==> src/rtl/queue_dispatcher_pkg.sv <==
// rtl/queue_dispatcher_pkg.sv - shared constants, state encoding and decoder for the queue bank
// Purpose: class-field geometry, PASS/HOLD encoding (shared with the
// round-robin reader) and the one-hot queue-select decoder.
package queue_dispatcher_pkg;

  localparam int QUEUE_QUANTITY = 4;
  localparam int SEL_BITS       = 2;

  typedef enum logic {
    ST_PASS = 1'b0,
    ST_HOLD = 1'b1
  } disp_state_t;

  // Class field occupies the top SEL_BITS bits of a word.
  function automatic int class_msb(input int data_bits);
    return data_bits - 1;
  endfunction

  function automatic int class_lsb(input int data_bits);
    return data_bits - SEL_BITS;
  endfunction

  function automatic logic [QUEUE_QUANTITY-1:0] onehot(input logic [SEL_BITS-1:0] sel);
    logic [QUEUE_QUANTITY-1:0] v;
    v      = '0;
    v[sel] = 1'b1;
    return v;
  endfunction

endpackage

==> src/rtl/queue_dispatcher.sv <==
// rtl/queue_dispatcher.sv - steers an ingress word stream into one of four FIFOs by class
// Purpose: writes each accepted word to the FIFO named by its class bits,
// stalling upstream (HOLD) while the target FIFO reports almost-full.
// Optional build macro QUEUE_DISPATCHER_DROP_EN: words aimed at a full FIFO
// are discarded and counted instead of stalling.
// Ports:
//   clk, rst         rising-edge clock, synchronous active-high reset
//   enb              block enable; 0 freezes state and suppresses push
//   data_in/valid_in incoming word and its valid
//   ready_out        word can be accepted this cycle (combinational)
//   buf_full         per-FIFO almost-full flags
//   data_out/push    registered word and one-hot write strobe to the FIFOs
//   drop_count       saturating dropped-word count (0 unless drop build)
module queue_dispatcher
  import queue_dispatcher_pkg::*;
#(
  parameter int DATA_BITS = 8
) (
  input  logic                      clk,
  input  logic                      rst,
  input  logic                      enb,
  input  logic [DATA_BITS-1:0]      data_in,
  input  logic                      valid_in,
  output logic                      ready_out,
  input  logic [QUEUE_QUANTITY-1:0] buf_full,
  output logic [DATA_BITS-1:0]      data_out,
  output logic [QUEUE_QUANTITY-1:0] push,
  output logic [7:0]                drop_count
);

  localparam int CLS_MSB = class_msb(DATA_BITS);
  localparam int CLS_LSB = class_lsb(DATA_BITS);

  logic [DATA_BITS-1:0]      data_q;
  logic [QUEUE_QUANTITY-1:0] push_q;
  logic [SEL_BITS-1:0]       dest;

  assign dest     = data_in[CLS_MSB:CLS_LSB];
  assign data_out = data_q;
  assign push     = push_q;

`ifdef QUEUE_DISPATCHER_DROP_EN
  logic [7:0] drop_q;
  logic [7:0] drop_d;

  assign drop_d     = (drop_q == 8'hFF) ? drop_q : drop_q + 8'd1;
  assign drop_count = drop_q;
  // Never stalls: a word for a full queue is simply discarded.
  assign ready_out  = enb && !rst;
`else
  disp_state_t          state_q;
  logic [DATA_BITS-1:0] held_q;
  logic [SEL_BITS-1:0]  held_dest;

  assign held_dest  = held_q[CLS_MSB:CLS_LSB];
  assign drop_count = 8'd0;
  assign ready_out  = (state_q == ST_PASS) && enb && !rst;
`endif

  // In PASS with enb=1 and rst=0 ready_out is high, so valid_in alone means accept.
  always_ff @(posedge clk) begin
    if (rst) begin
      data_q  <= '0;
      push_q  <= '0;
`ifdef QUEUE_DISPATCHER_DROP_EN
      drop_q  <= '0;
`else
      state_q <= ST_PASS;
      held_q  <= '0;
`endif
    end else if (!enb) begin
      push_q <= '0;
`ifndef QUEUE_DISPATCHER_DROP_EN
    end else if (state_q == ST_HOLD) begin
      // Only the held word's own queue is consulted; ingress stays blocked
      // on the release edge because ready_out was low during it.
      if (!buf_full[held_dest]) begin
        data_q  <= held_q;
        push_q  <= onehot(held_dest);
        state_q <= ST_PASS;
      end else begin
        push_q <= '0;
      end
`endif
    end else if (valid_in && !buf_full[dest]) begin
      data_q <= data_in;
      push_q <= onehot(dest);
    end else if (valid_in) begin
      push_q <= '0;
`ifdef QUEUE_DISPATCHER_DROP_EN
      drop_q <= drop_d;
`else
      held_q  <= data_in;
      state_q <= ST_HOLD;
`endif
    end else begin
      push_q <= '0;
    end
  end

endmodule

==> config.mk <==
export PLATFORM = sky130hd
export DESIGN_NAME = queue_dispatcher
export DESIGN_NICKNAME = d
export VERILOG_FILES = /design/src/rtl/queue_dispatcher_pkg.sv /design/src/rtl/queue_dispatcher.sv
export SDC_FILE = /design/constraint.sdc
export NUM_CORES = 1
export LEC_CHECK = 0
export CAP_MARGIN = 20
export CELL_PAD_IN_SITES_DETAIL_PLACEMENT = 1
export CELL_PAD_IN_SITES_GLOBAL_PLACEMENT = 2
export CORE_ASPECT_RATIO = 1.75
export CORE_UTILIZATION = 29
export CTS_CLUSTER_DIAMETER = 200
export CTS_CLUSTER_SIZE = 28
export DETAILED_ROUTE_END_ITERATION = 8
export PLACE_DENSITY_LB_ADDON = 0.1
export SKIP_CTS_REPAIR_TIMING = 1
export SYNTH_ARGS = -nofsm -noshare
export SYNTH_HDL_FRONTEND = slang
export SYNTH_SLANG_ARGS = --single-unit
==> constraint.sdc <==
create_clock -name clk -period 4.59 [get_ports clk]
set_clock_uncertainty 0.2 [all_clocks]
set_input_delay 0.918 -clock clk [delete_from_list [all_inputs] [get_ports clk]]
set_output_delay 0.918 -clock clk [all_outputs]
set_load 0.05 [all_outputs]
== After elaboration in Yosys (flattened, before gate mapping) ==
Index checks and enable logic that the tools add are counted.

* Multiplexer cells: 18
* Magnitude comparators: 4
* Equality and inequality tests: 1
* Reduce and logical (&&, ||, !) cells: 11
* Bitwise logic cells: 3

{| class="wikitable"
|+ Operators with widths
! operator !! number
|-
| $mux W8 || 3
|-
| $mux W4 || 3
|-
| $mux W1 || 8
|-
| $lt A2 B3 Y1 const B || 2
|-
| $logic_and A1 B1 Y1 || 5
|-
| $bmux W1 S2 || 2
|-
| $demux W1 S2 || 2
|-
| $ge A2 B1 Y1 const B || 2
|-
| $reduce_and A4 Y1 || 1
|-
| $not A1 Y1 || 3
|-
| $reduce_and A3 Y1 || 1
|-
| $logic_not A1 Y1 || 2
|-
| $ne A2 B2 Y1 const B || 1
|-
| $reduce_bool A2 Y1 || 1
|-
| $reduce_or A2 Y1 || 1
|}

* Logic and storage cells: 41
* Register bits: 21
* Output and inout port bits: 21
* Bits of input ports: 16

== Logic depth before layout (Yosys ltp) ==
Gate-level depths: netlist of run 1.

* Word-level depth: 6
* Mapped depth: 6
* Mapped depth without buffers: 4

== Worst setup path after synthesis of run 1 ==
No wires, ideal clock.

* Kind: input to output
* Start: input port rst
* End: output port ready_out
* Arrival: 2.039 ns
* Buffers on the path: 1
* Data required time: 3.472 ns
* Slack: 1.433 ns
* Stages: 3
* Path through: clkbuf_1 nand2b_1 nor2_1

* Longest elaborated chain between the ends: 2

{| class="wikitable"
|+ Ends and longest elaborated chain
! element !! line !! text
|-
| start: declaration || queue_dispatcher.sv:20 || <nowiki>input logic rst,</nowiki>
|-
| $logic_not A1 Y1 || queue_dispatcher.sv:57 || <nowiki>assign ready_out = (state_q == ST_PASS) && enb && !rst;</nowiki>
|-
| $logic_and A1 B1 Y1 || queue_dispatcher.sv:57 ||
|-
| end: declaration || queue_dispatcher.sv:24 || <nowiki>output logic ready_out,</nowiki>
|}

No other way between the ends.

== Worst setup path in the final report of run 1 ==
* Start: input port enb
* End: output port ready_out

* Longest elaborated chain between the ends: 2

{| class="wikitable"
|+ Ends and longest elaborated chain
! element !! line !! text
|-
| start: declaration || queue_dispatcher.sv:21 || <nowiki>input logic enb,</nowiki>
|-
| $logic_and A1 B1 Y1 (2 in series) || queue_dispatcher.sv:57 ||
|}

No other way between the ends.

==> reports/qor.csv, run 1 <==
metric,value,unit
status,finished clean,
final worst setup slack,0.891,ns
largest net degree at the start of global routing,18,
R2R Path Start,state_q,
design area,1510,um^2
Startpoint Class,input pin,
routed vias/inst,4.83,
Worst Hold Slack,0.269,ns
Synth Area in Simple Gates,12.9,%
vias,976,
Antenna Nets Post-Route,0,
RSZ-0062 raised after global routing,false,
CP max stage delay,0.81,ns
CTS tree,built,
Final nets,171,
Worst VDD drop,0.000168,V
Hold Path Sink,data_out[3],
Yosys reg bits,21,
cell area after synthesis,1200,um^2
Crit. Startpoint,enb,
Sink Count,21,
critical path class,input pin to output pin,
number of diodes,0,
sequential area share after synthesis,35.1,%
die width,50.6,um
Static Leak,0.582,nW
Final Hold Fails,0,
Port-buffer cells,28,
critical path's slowest cell,clkdlybuf4s50_1,
final core occ,38.7,%
critical-path cell list,clkdlybuf4s50_1 > buf_4 > nand2b_1 > nor2_1 > clkdlybuf4s50_1,
core area,3900,um^2
first-pass GRT wire length,4.73,mm
Cells on Worst Hold Path,2,
WP data arrival,2.58,ns
gpl congestion,0.747,
worst rel slew slack,58.3,%
Die Area,4400,um^2
FF-to-FF path depth,4,
Die Height,87.0,um
period utilisation layout,80.6,%
Adder-Cell Fraction of Synth Area,0,%
initial DRC count,5,
total negative slack,0,ns
antenna violations before repair,0,
fmax,270,MHz
Initial Utilization,30.6,%
clock buffer depth,2,
drt wl/cell,14.0,um
RR Endpoint,data_out[6],
worst-skew pair later-pin latency,0.26,ns
pre-CTS WS,0.879,ns
proportion of synthesized area in mux cells,20.3,%
# rows,30,
placed cell count,198,
Post-Route WL,2.83,mm
Power Dens Cells,292,nW/um^2
gr ovfl total,0,
Most common cell on crit path,clkdlybuf4s50_1,
Gate Count Post-Synth,130,
DRC viols,0,
synthesis warning total,0,
worst reg-to-reg setup slack,2.40,ns
Post-Synth XOR/XNOR Area,0,%
final setup vio count,0,
Critical Path RT,3.47,ns
total track usage,14.1,%
Unique masters post-synth,31,
"Cell Count, Final, Fillers Out",202,
Tmin final,3.70,ns
Power Total,0.441,mW
CP endpoint kind,output pin,
worst-path maximum fanout,10,
clk slew on worst S/H paths,0.08,ns
Max-Cap Viols,0,
largest family of logic cells by synthesized area,multiplexers,
Root Driver,clkbuf_8,
share of layout cells above drive strength 1,13.0,%
hpwl dp,2.17,mm
actual slew at the worst max-slew pin,0.624,ns
Syn-to-layout area delta,26.2,%
"Slew Viols, Final",0,
io pins,37,
CTS H-tree lvls,1,
Post-Syn Area per Cell,9.20,um^2
Hold Crit Class,register to register,
Hold Crit Start,data_out[3],
dpl cell area,1460,um^2
vias in the first global route,1036,
Num CTS Buffers,3,
drt pass-1 iters,2,
Compound-Gate Fraction of Synth Area,18.6,%
==> metal layers <==
metal | GRT usage (%) | share of wire (%) | vias up
met5 | 0 | 0 | -
met4 | 4.55 | 0.67 | 0
met3 | 1.75 | 2.8 | 2
met2 | 28.0 | 58 | 18
met1 | 14.6 | 38 | 476
li1 | - | - | 480
==> cell type report <==
class | count | area (um^2)
clock inverter | 1 | 5.00
fill | 471 | 2390
sequential | 21 | 420
tap | 48 | 60.1
timing repair buffer | 30 | 295
clock buffer | 3 | 41.3
multi-input combinational | 89 | 649
inverter | 10 | 37.5
==> logic make-up (layout without fill, tap and decap cells) <==
kind of cell / count (synthesis) / after routing
muxes: 22 / 22
other: 1 / 8
AOI/OAI and AO/OA: 25 / 25
and+or+nand+nor: 34 / 34
buffers and inverters: 27 / 44
DFF: 21 / 21
==> worst max-delay path: cells and delay by family <==
kind,cells,cell delay [ns]
buffers and inverters,3,1.43
AND/OR/NAND/NOR,2,0.24
==> cells in the mapped netlist <==
cell type / instances / share of area [%]
a32oi_2: 1 / 1.4
nor2_1: 14 / 4.4
o21ai_0: 1 / 0.42
mux2_2: 1 / 0.94
nor3_1: 2 / 0.84
conb_1: 1 / 0.31
a21oi_1: 10 / 4.2
a211oi_2: 8 / 8.4
inv_1: 10 / 3.1
nand2b_1: 2 / 1.0
buf_6: 2 / 1.9
o22a_2: 1 / 0.84
clkbuf_1: 3 / 0.94
a22oi_1: 1 / 0.63
mux2_4: 1 / 1.3
buf_4: 9 / 5.6
nand3_1: 3 / 1.3
o32a_1: 1 / 0.84
and2_1: 1 / 0.52
nand2_1: 8 / 2.5
nand4_1: 1 / 0.52
nor2b_1: 1 / 0.52
nor4_1: 1 / 0.52
mux4_1: 1 / 2.2
a211o_1: 1 / 0.73
dfxtp_1: 21 / 35
or2b_2: 1 / 0.73
a21o_4: 1 / 1.3
mux2i_1: 19 / 16
buf_2: 2 / 0.84
buf_1: 1 / 0.31
==> power breakdown <==
group	switching [mW]	internal (mW)	leakage, nW	total [mW]
registers	0.00778	0.191	0.171	0.199
logic	0.0730	0.0456	0.385	0.119
clock network	0.0626	0.0605	0.0255	0.123
==> worst max-delay path by stage <==
stage	to	slack, ns	cells after the start
CTS	ready_out	0.88	5
detailed placement	ready_out	0.88	5
global placement	ready_out	0.89	5
floorplan	ready_out	1.43	3
global route	ready_out	0.77	5
finish	ready_out	0.89	5
==> layout by cell type, fill, tap and decap left out <==
cell type	instances
a21oi_1	10
clkinv_2	1
nor2b_1	1
mux2_4	1
a211o_1	1
a32oi_2	1
or2b_2	1
mux2_2	1
dfxtp_1	21
o32a_1	1
a22oi_1	1
nand2b_1	2
nand2_1	8
buf_4	2
inv_1	10
nand4_1	1
clkdlybuf4s50_1	28
clkbuf_8	3
nor4_1	1
mux4_1	1
and2_1	1
o21ai_0	1
nor3_1	2
o22a_2	1
mux2i_1	19
a211oi_2	8
conb_1	8
nor2_1	14
nand3_1	3
a21o_4	1
==> state kept, by name, summed over array words and instances (netlist names) <==
name and count:
state_q 1, push 4, held_q 8, data_out 8
Power figures use the tool's default switching activity.
==> run 2: changes to the inputs <==
--- a/config.mk
+++ b/config.mk
@@ -9,7 +9,7 @@
 export CELL_PAD_IN_SITES_DETAIL_PLACEMENT = 1
 export CELL_PAD_IN_SITES_GLOBAL_PLACEMENT = 2
 export CORE_ASPECT_RATIO = 1.75
-export CORE_UTILIZATION = 29
+export CORE_UTILIZATION = 24
 export CTS_CLUSTER_DIAMETER = 200
 export CTS_CLUSTER_SIZE = 28
 export DETAILED_ROUTE_END_ITERATION = 8
==> constraint.sdc (replaced) <==
create_clock -name clk -period 3.2 [get_ports clk]
set_clock_uncertainty 0.2 [all_clocks]
set_input_delay 0.64 -clock clk [delete_from_list [all_inputs] [get_ports clk]]
set_output_delay 0.64 -clock clk [all_outputs]
set_load 0.05 [all_outputs]
==> reports/qor.csv, run 2 (synthesized netlist as in run 1, its figures left out) <==
metric,value,unit
initial DRC count,22,
RR Endpoint,data_out[6],
CP endpoint kind,register,
Hold Crit Class,register to register,
Startpoint Class,input pin,
Critical Path RT,3.18,ns
Post-Route WL,3.06,mm
total negative slack,0,ns
Flop pwr share,44.9,%
final setup vio count,0,
CTS tree,built,
Root Driver,clkbuf_8,
status,finished clean,
Port-buffer cells,28,
CTS H-tree lvls,1,
RSZ-0062 raised after global routing,false,
worst reg-to-reg setup slack,0.99,ns
FF-to-FF path depth,4,
Clock Power Share,27.4,%
WP data arrival,2.66,ns
critical path class,input pin to register,
share of layout cells above drive strength 1,15.3,%
placed cell count,205,
clk slew on worst S/H paths,0.08,ns
Syn-to-layout area delta,29.3,%
Antenna Nets Post-Route,0,
DRC viols,0,
Hold Path Sink,data_out[0],
Power Total,0.636,mW
# rows,33,
Sink Count,21,
sw frac,32.4,%
clock buffer depth,2,
drt wl/cell,14.7,um
period utilisation layout,83.6,%
worst rel slew slack,57.2,%
final core occ,32.6,%
Initial Utilization,25.2,%
Worst VDD drop,0.000179,V
gr ovfl total,0,
Tmin final,2.68,ns
"Slew Viols, Final",0,
Power Dens Cells,411,nW/um^2
die width,55.4,um
actual slew at the worst max-slew pin,0.642,ns
"Cell Count, Final, Fillers Out",209,
R2R Path Start,state_q,
Hold Crit Start,data_out[0],
fmax,374,MHz
vias,983,
total track usage,12.7,%
vias in the first global route,1074,
io pins,37,
Psw,0.206,mW
antenna violations before repair,0,
worst-skew pair later-pin latency,0.26,ns
most frequent cells in the layout,"27 x clkdlybuf4s50_1, 21 x dfxtp_1, 19 x mux2i_1, 14 x nor2_1",
first-pass GRT wire length,5.11,mm
internal power,0.430,mW
Max-Cap Viols,0,
routed vias/inst,4.70,
core area,4750,um^2
Final Hold Fails,0,
combinational share of power,27.7,%
worst-path maximum fanout,9,
Die Area,5280,um^2
Final nets,174,
fillcell total,558,
hpwl dp,2.41,mm
drt pass-1 iters,3,
"commonest non-fill, non-tap cell in the layout",clkdlybuf4s50_1,
Worst Hold Slack,0.275,ns
largest net degree at the start of global routing,18,
Die Height,95.4,um
number of diodes,0,
Cells on Worst Hold Path,2,
Static Leak,0.600,nW
Num CTS Buffers,3,
gpl congestion,0.771,
## run 2: final cells by class
class / instances / area [um^2] / share of cell area, %
sequential: 21 / 420 / 27.2
multi-input combinational: 89 / 649 / 42.0
clock buffer: 3 / 41.3 / 2.67
inverter: 10 / 37.5 / 2.43
clock inverter: 1 / 5.00 / 0.324
tap: 52 / 65.1 / 4.21
timing repair buffer: 33 / 328 / 21.2
## run 2: how the worst max path moves through the flow
stage | cells past startpoint | to | slack, ns | start
floorplan | 3 | ready_out | 0.60 | rst
global placement | 5 | data_out[7] | 0.33 | data_in[7]
detailed placement | 5 | data_out[6] | 0.28 | data_in[7]
CTS | 5 | data_out[6] | 0.54 | data_in[7]
global route | 5 | data_out[6] | 0.46 | data_in[7]
finish | 5 | data_out[6] | 0.52 | data_in[7]
## run 2: metal layers
layer	global-route usage, %	part of all wire [%]	vias to the layer above	wire, um
li1	-	-	484	-
met2	26.1	59	17	1820
met5	0	0	-	0
met3	1.63	2.9	2	88
met4	5.63	1.2	0	38
met1	12.4	36	480	1120
## run 2: power by group through the flow
stage	combinational [mW]	clock, mW	sequential [mW]
2_1_floorplan	0.105	0	0.315
3_3_place_gp	0.177	0	0.292
3_5_place_dp	0.178	0	0.292
4_1_cts	0.179	0.187	0.286
5_1_grt	0.189	0.200	0.288
6_report	0.176	0.174	0.286
## run 2: critical path, stage by stage
cell	delay (ns)
clkdlybuf4s50_1	0.72
mux2_4	0.34
o32a_1	0.41
a21o_4	0.30
a211oi_2	0.24
## run 2: per-stage QoR
step	cell area (um^2)	setup WS (ns)
2_1_floorplan	1220	0.599
3_3_place_gp	1500	0.330
3_5_place_dp	1500	0.275
4_1_cts	1550	0.541
5_1_grt	1550	0.457
6_report	1550	0.525
